[config.mk]
export PLATFORM = sky130hd
export DESIGN_NAME = id_ex_stage
export DESIGN_NICKNAME = d
export VERILOG_FILES = /design/src/rtl/id_ex_stage.sv
export SDC_FILE = /design/constraint.sdc
export NUM_CORES = 1
export LEC_CHECK = 0
export ABC_AREA = 1
export BUFFER_PORTS_ARGS = -buffer_cell sky130_fd_sc_hd__buf_2
export CORE_AREA = 2 2 226 228
export DETAILED_ROUTE_END_ITERATION = 12
export DIE_AREA = 0 0 228 230
export SLEW_MARGIN = 15
export SYNTH_ARGS = -nofsm -noshare
export SYNTH_HDL_FRONTEND = slang
export SYNTH_SLANG_ARGS = --single-unit
[constraint.sdc]
create_clock -name clk -period 1.8 [get_ports clk]
set_clock_uncertainty 0.15 [all_clocks]
set_input_delay 0.18 -clock clk [delete_from_list [all_inputs] [get_ports clk]]
set_output_delay 0.18 -clock clk [all_outputs]
set_load 0.03 [all_outputs]
[src/rtl/id_ex_stage.sv]
// ID/EX pipeline register: captures decode outputs, inserts bubbles on flush or load-use, counts bubbles.
// Optional load-use detection is enabled by defining ID_EX_HAZARD_DETECT_EN.
module id_ex_stage #(
   parameter int XLEN  = 64,
   parameter int CNT_W = 16
) (
   input  logic             clk,
   input  logic             reset_n,
   input  logic             id_valid,
   input  logic [XLEN-1:0]  id_pc,
   input  logic [XLEN-1:0]  id_rs1_data,
   input  logic [XLEN-1:0]  id_rs2_data,
   input  logic [XLEN-1:0]  id_imm,
   input  logic [4:0]       id_rs1,
   input  logic [4:0]       id_rs2,
   input  logic [4:0]       id_rd,
   input  logic [3:0]       id_funct4,
   input  logic             id_branch,
   input  logic             id_mem_read,
   input  logic             id_mem_to_reg,
   input  logic             id_mem_write,
   input  logic             id_alu_src,
   input  logic             id_reg_write,
   input  logic [1:0]       id_alu_op,
   input  logic             flush,
   output logic             ex_valid,
   output logic [XLEN-1:0]  ex_pc,
   output logic [XLEN-1:0]  ex_rs1_data,
   output logic [XLEN-1:0]  ex_rs2_data,
   output logic [XLEN-1:0]  ex_imm,
   output logic [4:0]       ex_rs1,
   output logic [4:0]       ex_rs2,
   output logic [4:0]       ex_rd,
   output logic [3:0]       ex_funct4,
   output logic             ex_branch,
   output logic             ex_mem_read,
   output logic             ex_mem_to_reg,
   output logic             ex_mem_write,
   output logic             ex_alu_src,
   output logic             ex_reg_write,
   output logic [1:0]       ex_alu_op,
   output logic             hazard_stall,
   output logic [CNT_W-1:0] bubble_count
);

   logic raw_hazard_s;
   logic bubble_s;

`ifdef ID_EX_HAZARD_DETECT_EN
   logic uses_rs2_s;

   // Load-use detection: a load in EX whose destination is read by the instruction in decode.
   always_comb begin
      uses_rs2_s   = ~id_alu_src | id_mem_write;
      raw_hazard_s = 1'b0;
      if (ex_valid && ex_mem_read && (ex_rd != 5'd0) && id_valid &&
          ((ex_rd == id_rs1) || ((ex_rd == id_rs2) && uses_rs2_s))) begin
         raw_hazard_s = 1'b1;
      end else begin
         raw_hazard_s = 1'b0;
      end
   end
`else
   // Without detection, load-use scheduling is left to software.
   always_comb begin
      raw_hazard_s = 1'b0;
   end
`endif

   // A flush discards the decode slot anyway, so it suppresses the stall.
   assign hazard_stall = raw_hazard_s & ~flush;
   assign bubble_s     = flush | hazard_stall;

   // Data fields follow decode every cycle; they are meaningless while ex_valid is 0.
   always_ff @(posedge clk or negedge reset_n) begin
      if (!reset_n) begin
         ex_pc       <= {XLEN{1'b0}};
         ex_rs1_data <= {XLEN{1'b0}};
         ex_rs2_data <= {XLEN{1'b0}};
         ex_imm      <= {XLEN{1'b0}};
         ex_rs1      <= 5'd0;
         ex_rs2      <= 5'd0;
         ex_rd       <= 5'd0;
         ex_funct4   <= 4'd0;
      end else begin
         ex_pc       <= id_pc;
         ex_rs1_data <= id_rs1_data;
         ex_rs2_data <= id_rs2_data;
         ex_imm      <= id_imm;
         ex_rs1      <= id_rs1;
         ex_rs2      <= id_rs2;
         ex_rd       <= id_rd;
         ex_funct4   <= id_funct4;
      end
   end

   // Valid and control bits: zeroed on a bubble, gated by id_valid otherwise.
   always_ff @(posedge clk or negedge reset_n) begin
      if (!reset_n) begin
         ex_valid      <= 1'b0;
         ex_branch     <= 1'b0;
         ex_mem_read   <= 1'b0;
         ex_mem_to_reg <= 1'b0;
         ex_mem_write  <= 1'b0;
         ex_alu_src    <= 1'b0;
         ex_reg_write  <= 1'b0;
         ex_alu_op     <= 2'b00;
      end else if (bubble_s) begin
         ex_valid      <= 1'b0;
         ex_branch     <= 1'b0;
         ex_mem_read   <= 1'b0;
         ex_mem_to_reg <= 1'b0;
         ex_mem_write  <= 1'b0;
         ex_alu_src    <= 1'b0;
         ex_reg_write  <= 1'b0;
         ex_alu_op     <= 2'b00;
      end else begin
         ex_valid      <= id_valid;
         ex_branch     <= id_branch & id_valid;
         ex_mem_read   <= id_mem_read & id_valid;
         ex_mem_to_reg <= id_mem_to_reg & id_valid;
         ex_mem_write  <= id_mem_write & id_valid;
         ex_alu_src    <= id_alu_src & id_valid;
         ex_reg_write  <= id_reg_write & id_valid;
         ex_alu_op     <= id_alu_op & {2{id_valid}};
      end
   end

   // Saturating bubble counter.
   always_ff @(posedge clk or negedge reset_n) begin
      if (!reset_n) begin
         bubble_count <= {CNT_W{1'b0}};
      end else if (bubble_s && (bubble_count != {CNT_W{1'b1}})) begin
         bubble_count <= bubble_count + CNT_W'(1);
      end else begin
         bubble_count <= bubble_count;
      end
   end

endmodule

Yosys cells after proc, flatten, opt, wreduce, memory -nomap -nowiden
Index checks and enable logic that the tools add are counted.
{"block": "word_totals", "register_bits": 300, "input_bits": 287, "out_inout_bits": 301, "word_cells": 35}
{"block": "op_classes", "n_addsub": 1, "eq_ne": 1, "mux": 8, "bitwise_logic": 7, "reduce_logical": 1}
{"operator": "$add A16 B1 Y16 const B", "n": 1}
{"operator": "$ne A16 B16 Y1 const B", "n": 1}
{"operator": "$mux W1", "n": 7}
{"operator": "$and A1 B1 Y1", "n": 6}
{"operator": "$and A2 B2 Y2", "n": 1}
{"operator": "$mux W2", "n": 1}
{"operator": "$logic_and A1 B1 Y1", "n": 1}

Longest topological paths before layout
Gate-level depths: netlist of run 1.
{"block": "logic_depth", "word_depth": 2, "ltp_mapped": 10, "mapped_depth_nobuf": 10}

Worst setup path before layout of run 1
OpenSTA, ideal clock, no wires.
{"block": "synth_path", "path_kind": "reg2reg", "start": "register bubble_count[0]", "end": "register bubble_count[7]", "setup_ns": 0.117, "arrival_ns": 1.473, "required_time_ns": 1.533, "setup_slack_ns": 0.060, "path_stages_with_launch": 11, "path_buffers": 0, "synth_period_minus_slack_ns": 1.740, "cell_sequence": "dfrtp_1 -> ha_1 -> inv_1 -> nor2_4 -> nand2_2 -> inv_2 -> nand2_8 -> nand2_8 -> inv_6 -> nand2_1 -> nand2_1"}
{"block": "synth_via", "elab_chain_len": 2, "elab_cells_between_ends": 3, "classes_between": "add/sub (1); eq/ne (1); reduce/logical (1)"}
{"item": "from (decl)", "line": "43", "rtl": "output logic [CNT_W-1:0] bubble_count"}
{"item": "from (signal assigned)", "line": "132", "rtl": "bubble_count <= {CNT_W{1'b0}};"}
{"item": "from (signal assigned)", "line": "134", "rtl": "bubble_count <= bubble_count + CNT_W'(1);"}
{"item": "from (signal assigned)", "line": "136", "rtl": "bubble_count <= bubble_count;"}
{"item": "branches (longest 2 deep; another with $add A16 B1 Y16)"}
Parallel ways; which one is timed is not known.
A chain may end at the register's enable or synchronous reset.

Final worst setup path of run 1
{"block": "layout_path", "start": "input port id_mem_read", "end": "register ex_mem_read"}
{"block": "layout_via", "elab_chain_len": 2}
{"item": "from (decl)", "line": "19", "rtl": "input logic id_mem_read,"}
{"item": "$and A1 B1 Y1", "line": "120", "rtl": "ex_mem_read <= id_mem_read & id_valid;"}
{"item": "$mux W1", "line": "108", "rtl": "end else if (bubble_s) begin"}
{"item": "to (signal assigned)", "line": "120"}
{"item": "to (decl)", "line": "36", "rtl": "output logic ex_mem_read,"}
No other way between the ends.

==> qor_table.md, run 1 <==
| Step | Parameter | This run |
|---|---|---|
| outcome | Status | completed |
| synthesis | Portion of the post-synthesis area used by sequential elements | 91.3% |
| synthesis | Arithmetic-cell share of the synthesized area counting full adders, half adders and majority gates | 0.152% |
| synthesis | Gate Count Post-Synth | 442 |
| drt | Total vias in the final route | 7,158 |
| clock tree | Number of CTS-inserted buffers | 35 |
| setup path | Worst-case reg-to-reg path depth | 10 |
| clock tree | CTS tree | yes |
| power and ir drop | Combinational share of power | 14.4% |
| power and ir drop | Power spent charging and discharging nets | 4.31 mW |
| drt | Drt drc | 0 |
| clock tree | Count of clock tree sinks | 300 |
| power and ir drop | Switch share | 25.4% |
| setup path | Class of the most critical setup path | input pin to flip-flop |
| final layout | Layout cells sized above 1 | 48.1% |
| setup path | R2r endpoint | bubble_count[4] |
| global routing | GRT met2 Usage | 21.5% |
| clock tree | Worst-Skew Late Latency | 0.52 ns |
| power and ir drop | Total power per unit cell area | 1030 nW/µm² |
| setup path | Minimum setup slack among reg-to-reg paths | 0.13 ns |
| synthesis | Proportion of synthesized area in mux cells | 0% |
| synthesis | Simple logic cell fraction of the synthesized area | 6.64% |
| synthesis | Number of distinct standard cells referenced by the synthesized netlist | 25 |
| synthesis | Complex-gate fraction of the synthesized area | 0.122% |
| power and ir drop | Cell leakage power | 8.18 nW |
| sta | Final period utilization | 99.1% |
| global routing | Met3 usage | 5.17% |
| synthesis | Average cell area after synthesis | 18.6 µm² |
| setup path | Critical path startpoint category | input pin |
| drt | Total detailed-routing wirelength | 33,500 µm |
| placement | Final HPWL from detailed placement | 25,200 µm |
| sta | Maximum achievable frequency | 561 MHz |
| clock tree | CTS root buffer | sky130_fd_sc_hd__clkbuf_16 |
| hold path | Worst hold start | id_imm[37] |
| clock tree | CTS max path bufs | 3 |
| setup path | Crit path launch | id_mem_read |
| final layout | Total non-filler cell area in the finished layout | 16,400 µm² |
| setup path | Required time worst endpoint | 2.05 ns |
| synthesis | Total standard cell area after synthesis | 8220 µm² |
| setup path | Worst Path Max Fanout | 1 |
| power and ir drop | Register share of total power | 43.0% |
| placement | Quantity of I/O buffers inserted on ports | 586 |
| setup path | Endpoint type of the worst setup path | flip-flop |
| synthesis | Area share of the largest cell type after synthesis | 91.3% |
| sta | Shortest period the worst path allows | 1.78 ns |
| power and ir drop | Largest vdd supply drop | 903 µV |
| synthesis | Combinational family with the most area after synthesis | simple AND/OR/NAND/NOR gates |
| final layout | Leading cell type in the layout, fill and taps excluded | sky130_fd_sc_hd__buf_2 |
| synthesis | Syn. warnings | 0 |
| die | Starting density of the core | 16.5% |
| sta | Final setup violation count | 0 |
| die | Area of the die | 52,400 µm² |
| sta | Total count of hold-check failures in the final report | 0 |
| final layout | Synth-to-Final Area Change | 100% |
| die | Die X-Extent | 228 µm |
| sta | Unrepaired setup endpoints after global routing | no |
| flow run | Max capacitance violation total | 0 |
| sta | Setup TNS Final | 0 ns |
| die | Area of the core | 49,900 µm² |
| synthesis | Share of the synthesized netlist area taken by xor and xnor gates | 0.639% |
| global routing | Peak-usage layer in the global routing report | met2 |
| hold path | Endpoint of the worst hold-timing path | ex_imm[37] |
| global routing | Global Route Usage Sum | 12.4% |
| drt | Iteration count of the initial detailed-routing pass | 4 |
| synthesis | FF+latch count, synth | 300 |
| clock tree | Max H-tree Level | 2 |
| clock tree | Clock input transition at the sequential cells of the worst setup and hold paths | 0.06 ns |
| die | Number of placed I/O pins | 588 |
| global routing | Number of global-route vias before repair | 8,064 |
| sta | Pins over their slew limit | 0 |
| global routing | Fraction of met1 tracks used by global routing | 13.3% |
| placement | Routability-driven placement congestion ratio | 0.928 |
| power and ir drop | Pint | 12.6 mW |
| synthesis | Cell type with the largest total area after synthesis | sky130_fd_sc_hd__dfrtp_1 |
| hold path | WHS Path Cells | 2 |
| global routing | Wire length of the first global-routing pass | 48,900 µm |
| drt | Average wire length per cell after detail routing | 16.1 µm |
| final layout | Most used cells in the layout excluding fill and tap cells | sky130_fd_sc_hd__buf_2, sky130_fd_sc_hd__dlygate4sd3_1, sky130_fd_sc_hd__dfrtp_1 |
| final layout | Number of nets in the layout | 1,673 |
| placement | Placed inst area | 12,200 µm² |
| die | Y dimension of the die | 230 µm |
| setup path | Source of the worst register-to-register timing path | bubble_count[0] |
| synthesis | Top cells by area in the synthesized netlist | sky130_fd_sc_hd__dfrtp_1, sky130_fd_sc_hd__nand2_1, sky130_fd_sc_hd__nor2_1 |
| drt | Antenna violation net count after detailed routing | 0 |
| global routing | Initial antenna violation count | 5 |
| drt | Drt first-iter violations | 255 |
| power and ir drop | Share of power burned in the clock network | 42.7% |
| hold path | Worst min path class | input pin to flip-flop |
| setup path | Data arrival time at the worst-slack endpoint | 2.04 ns |
| global routing | Total overflow reported by the global router | 0 |
| synthesis | Synthesized netlist net count | 730 |
| die | Number of rows in the core area | 82 |
| global routing | Maximum number of pins on one net before global-route repair | 60 |
| drt | Vias per inst | 3.44 |
==> metrics by stage <==
step / setup slack [ns] / std cells / total power, mW / hold WS (ns) / utilization, %
4_1_cts: 0.0691 / 2079 / 17.2 / 0.0971 / 33.0
2_1_floorplan: 0.0597 / 442 / 8.29 / -0.266 / -
5_1_grt: 0.00411 / 2082 / 17.7 / 0.114 / 33.0
3_3_place_gp: 0.145 / 1716 / 9.29 / -0.0401 / 24.5
3_5_place_dp: 0.0843 / 1716 / 9.31 / -0.0364 / 24.5
6_report: 0.0165 / 2083 / 17.0 / 0.147 / 33.0
==> final cells by class <==
type                            count  area, µm²
Antenna cell                        4       10.0
Clock buffer                       47       1010
Clock inverter                     12        175
Fill cell                        4897      33400
Inverter                           17       73.8
Multi-Input combinational cell    122        624
Sequential cell                   300       7510
Tap cell                          672        841
Timing Repair Buffer              909       6200
==> layer usage <==
layer	vias to the layer above	share of wire [%]
li1	3260	-
met1	3499	36
met3	67	9.4
met4	0	3.7
met2	332	51
met5	-	0
==> power groups by stage <==
stage          logic [mW]  clock network (mW)  registers, mW
2_1_floorplan       0.137                   0           8.15
3_3_place_gp         1.90                   0           7.39
3_5_place_dp         1.91                   0           7.40
4_1_cts              2.46                7.50           7.28
5_1_grt              2.58                7.77           7.32
6_report             2.43                7.23           7.29
==> cells in the mapped netlist <==
library cell / number
sky130_fd_sc_hd__inv_1: 13
sky130_fd_sc_hd__o21ai_1: 2
sky130_fd_sc_hd__nor2_4: 4
sky130_fd_sc_hd__nand2_1: 63
sky130_fd_sc_hd__inv_6: 1
sky130_fd_sc_hd__buf_2: 1
sky130_fd_sc_hd__xor2_1: 3
sky130_fd_sc_hd__clkbuf_1: 1
sky130_fd_sc_hd__inv_2: 2
sky130_fd_sc_hd__buf_4: 1
sky130_fd_sc_hd__xnor2_1: 3
sky130_fd_sc_hd__conb_1: 1
sky130_fd_sc_hd__dfrtp_1: 300
sky130_fd_sc_hd__nand2_8: 2
sky130_fd_sc_hd__nand3b_1: 2
sky130_fd_sc_hd__clkinv_4: 1
sky130_fd_sc_hd__nor3_1: 2
sky130_fd_sc_hd__nor2_2: 2
sky130_fd_sc_hd__nor2_1: 15
sky130_fd_sc_hd__ha_1: 1
sky130_fd_sc_hd__nand3_1: 10
sky130_fd_sc_hd__nand2_4: 1
sky130_fd_sc_hd__nand2_2: 3
sky130_fd_sc_hd__nor2b_1: 1
sky130_fd_sc_hd__nand4_1: 7
==> worst max-delay path, cell delays in order <==
cell and delay, ns:
sky130_fd_sc_hd__dlygate4sd3_1 0.54, sky130_fd_sc_hd__buf_2 0.12, sky130_fd_sc_hd__nand2_1 0.05, sky130_fd_sc_hd__dlygate4sd3_1 0.53
sky130_fd_sc_hd__nor2_1 0.04, sky130_fd_sc_hd__dlygate4sd3_1 0.57
==> logic make-up after synthesis <==
| family | Yosys count |
|---|---|
| flops | 300 |
| compound gates | 2 |
| simple gates | 112 |
| fa+ha+maj | 1 |
| xor+xnor | 6 |
| buf+inv | 20 |
| other cells | 1 |
==> how the worst max path moves through the flow <==
stage                                  to  slack, ns  depth (start not counted)
after floorplan           bubble_count[7]       0.06                         10
after global placement    bubble_count[7]       0.14                         10
after detailed placement  bubble_count[7]       0.08                         10
after CTS                 bubble_count[7]       0.07                         10
after global routing         ex_reg_write      0.004                          6
final                         ex_mem_read       0.02                          6
==> timing repair <==
item | CTS | global route
setup buffers | 0 | 1
endpoints found under the setup margin | 0 | 11
hold endpoints to repair | 592 | 0
gates resized for setup | 0 | 1
hold buffers | 304 | 0
Note: power is estimated with default switching activity, not from simulation.
==> inputs of run 2 (changes only) <==
- ABC_AREA: 1 -> 0
- CORE_AREA: 2 2 226 228 -> 2 2 229 231
- DIE_AREA: 0 0 228 230 -> 0 0 231 233
==> run 2 against run 1 <==
Net effect: sequential share of layout area up 1.1 points; synthesized area shrank 3.2%; count of clock-buffer cells in the layout is 1 lower; non-clock buffer count decreased by 3; setup slack improved by 0.012 ns; utilization down 1.5 points; highest routed layer is now met5.
==> qor_table.md, run 2 <==
| Step | Parameter | This run |
|---|---|---|
| clock tree | CTS max path bufs | 3 |
| die | Area of the core | 51,100 µm² |
| sta | Maximum achievable frequency | 565 MHz |
| synthesis | Area share of the largest cell type after synthesis | 94.4% |
| drt | Antenna violation net count after detailed routing | 0 |
| sta | Relative slew slack | 52.2% |
| sta | Worst Tran Pin Value | 0.715 ns |
| die | Y dimension of the die | 233 µm |
| synthesis | Average cell area after synthesis | 21.9 µm² |
| clock tree | CTS root buffer | sky130_fd_sc_hd__clkbuf_16 |
| setup path | Critical path cell sequence | ha_4, nand4_1, o41ai_4, buf_4, mux2_4 |
| synthesis | Total standard cell area after synthesis | 7960 µm² |
| final layout | Leading cell type in the layout, fill and taps excluded | sky130_fd_sc_hd__buf_2 |
| clock tree | CTS tree | yes |
| synthesis | Portion of the post-synthesis area used by sequential elements | 94.4% |
| sta | Hold WS | 0.0847 ns |
| die | Area of the die | 53,800 µm² |
| synthesis | Number of distinct standard cells referenced by the synthesized netlist | 25 |
| sta | Final setup violation count | 0 |
| setup path | Cell family with the largest share of critical-path delay | flip-flops |
| clock tree | Max H-tree Level | 2 |
| synthesis | Number of enable flip-flop cells after synthesis | 0 |
| setup path | Endpoint type of the worst setup path | flip-flop |
| drt | Total detailed-routing wirelength | 31,100 µm |
| drt | Vias per inst | 3.37 |
| outcome | Status | completed |
| die | Number of placed I/O pins | 588 |
| setup path | Worst Path Buf+Inv | 1 |
| drt | Drt drc | 0 |
| drt | Total vias in the final route | 6,771 |
| sta | Total count of hold-check failures in the final report | 0 |
| synthesis | Async S/R FF share, synth | 100% |
| drt | Drt first-iter violations | 166 |
| setup path | Minimum setup slack among reg-to-reg paths | 0.03 ns |
| global routing | Global Route Usage Sum | 11.0% |
| setup path | Data arrival time at the worst-slack endpoint | 2.02 ns |
| final layout | Final core utilization | 31.5% |
| setup path | Slowest CP cell | sky130_fd_sc_hd__dfrtp_2 |
| placement | Final HPWL from detailed placement | 21,100 µm |
| global routing | Maximum number of pins on one net before global-route repair | 84 |
| die | Die X-Extent | 231 µm |
| setup path | Worst Path Max Fanout | 4 |
| final layout | Most used cells in the layout excluding fill and tap cells | sky130_fd_sc_hd__buf_2, sky130_fd_sc_hd__dlygate4sd3_1, sky130_fd_sc_hd__dfrtp_1 |
| setup path | Slowest stage delay, CP | 0.41 ns |
| clock tree | Number of CTS-inserted buffers | 35 |
| die | Number of rows in the core area | 83 |
| setup path | Required time worst endpoint | 2.05 ns |
| synthesis | FF+latch count, synth | 300 |
| clock tree | Worst-Skew Late Latency | 0.53 ns |
| global routing | Total overflow reported by the global router | 0 |
| synthesis | Cell with the most instances after synthesis | sky130_fd_sc_hd__dfrtp_1 |
| drt | Average wire length per cell after detail routing | 15.5 µm |
| setup path | Class of the most critical setup path | flip-flop to flip-flop |
| final layout | Number of nets in the layout | 1,593 |
| placement | Quantity of I/O buffers inserted on ports | 586 |
| power and ir drop | Largest vdd supply drop | 738 µV |
| synthesis | Gate Count Post-Synth | 364 |
| synthesis | Top cells by area in the synthesized netlist | sky130_fd_sc_hd__dfrtp_1, sky130_fd_sc_hd__xnor2_1, sky130_fd_sc_hd__and2_1 |
| die | Starting density of the core | 15.6% |
| placement | Routability-driven placement congestion ratio | 0.843 |
| global routing | Initial antenna violation count | 8 |
| synthesis | Syn. warnings | 0 |
| power and ir drop | Cell leakage power | 7.96 nW |
| final layout | Layout cells sized above 1 | 51.5% |
| flow run | Max capacitance violation total | 0 |
| synthesis | Synthesized netlist net count | 652 |
| global routing | Wire length of the first global-routing pass | 44,600 µm |
| clock tree | Clock input transition at the sequential cells of the worst setup and hold paths | 0.06 ns |
| sta | Final period utilization | 98.4% |
| synthesis | Most frequent cells after synthesis | sky130_fd_sc_hd__dfrtp_1, sky130_fd_sc_hd__xnor2_1, sky130_fd_sc_hd__and2_1 |
| final layout | Synth-to-Final Area Change | 102% |
| drt | Iteration count of the initial detailed-routing pass | 4 |
| global routing | Number of global-route vias before repair | 7,607 |
| clock tree | Count of clock tree sinks | 300 |
| sta | Pins over their slew limit | 0 |
| power and ir drop | Total power per unit cell area | 1050 nW/µm² |
| setup path | Critical path startpoint category | flip-flop |
| hold path | Worst min path class | input pin to async pin |
| synthesis | Primary FF master, synth | sky130_fd_sc_hd__dfrtp_1 |
| synthesis | Cell type with the largest total area after synthesis | sky130_fd_sc_hd__dfrtp_1 |
| sta | Shortest period the worst path allows | 1.77 ns |
| sta | Unrepaired setup endpoints after global routing | yes |
==> run 2: cell count changes after synthesis, sizes merged, moves of 2 or more <==
cell,before,now
nand3,10,7
nor2,21,5
and2,0,8
o21ai,2,0
xnor2,3,9
inv,16,1
nor4,0,3
xor2,3,5
nand2,69,5
==> run 2: layout make-up <==
cell class / count / area [µm²]
clock buffer: 46 / 1000
fill: 5027 / 35000
sequential: 300 / 7520
multi-input combinational: 61 / 455
timing repair buffer: 906 / 6130
tap: 680 / 851
inverter: 1 / 3.75
clock inverter: 11 / 119
antenna: 5 / 12.5
==> run 2: where the power goes <==
part | total (mW) | switching, mW | internal (mW)
Clock | 6.90 | 2.72 | 4.18
Combinational | 2.62 | 1.53 | 1.08
Sequential | 7.39 | 0.230 | 7.16
Total | 16.9 | 4.48 | 12.4
==> run 2: per-layer routing <==
layer  share of wire, %  up-vias  track usage (%)
met5              0.087        -                0
met4                3.3        4             4.44
met3                 10       71             4.72
met2                 50      349             18.9
met1                 36     3300             12.1
li1                   -     3047                -
==> run 2: path summary, 6_finish.rpt <==
check                            startpoint                to  depth (start not counted)
min in group clk            id_rs2_data[50]   ex_rs2_data[50]                          2
max                         bubble_count[0]   bubble_count[1]                          5
min reg2reg                bubble_count[15]  bubble_count[15]                          1
min                                 reset_n         ex_rs1[1]                          3
max reg2reg                 bubble_count[0]   bubble_count[1]                          5
max in group asynchronous           reset_n         ex_pc[30]                          3
==> run 2: logic make-up after synthesis <==
logic type               share of synthesized area [%]
AO/OA/AOI/OAI                                    0.409
flip-flops                                        94.4
XOR/XNOR                                          1.54
AND/OR/NAND/NOR                                   3.11
buffers and inverters                            0.189
other                                           0.0471
adder cells (fa/ha/maj)                          0.157
multiplexers                                     0.189
==> run 2: metrics by stage <==
step | worst slack [ns] | power (mW) | setup TNS (ns) | cell area, µm² | instances
5_1_grt | -0.0431 | 17.7 | -0.0487 | 16100 | 2007
2_1_floorplan | -0.119 | 8.52 | -0.439 | 7980 | 364
6_report | 0.0286 | 16.9 | 0 | 16100 | 2010
3_5_place_dp | 0.0295 | 9.59 | 0 | 12000 | 1652
4_1_cts | 0.0130 | 17.2 | 0 | 16100 | 2004
3_3_place_gp | 0.0460 | 9.56 | 0 | 12000 | 1652
==> run 2: what timing repair did <==
| item | 4_1_cts | 5_1_grt |
|---|---|---|
| setup buffers | 0 | 1 |
| hold buffers | 295 | 0 |
| endpoints found under the setup margin | 0 | 12 |
| hold endpoints to repair | 588 | 0 |
| gates resized for setup | 0 | 2 |
==> run 2: tightest hold or removal path: stages <==
cell and delay, ns:
sky130_fd_sc_hd__dlygate4sd3_1 0.57, sky130_fd_sc_hd__buf_8 0.15, sky130_fd_sc_hd__buf_4 0.20
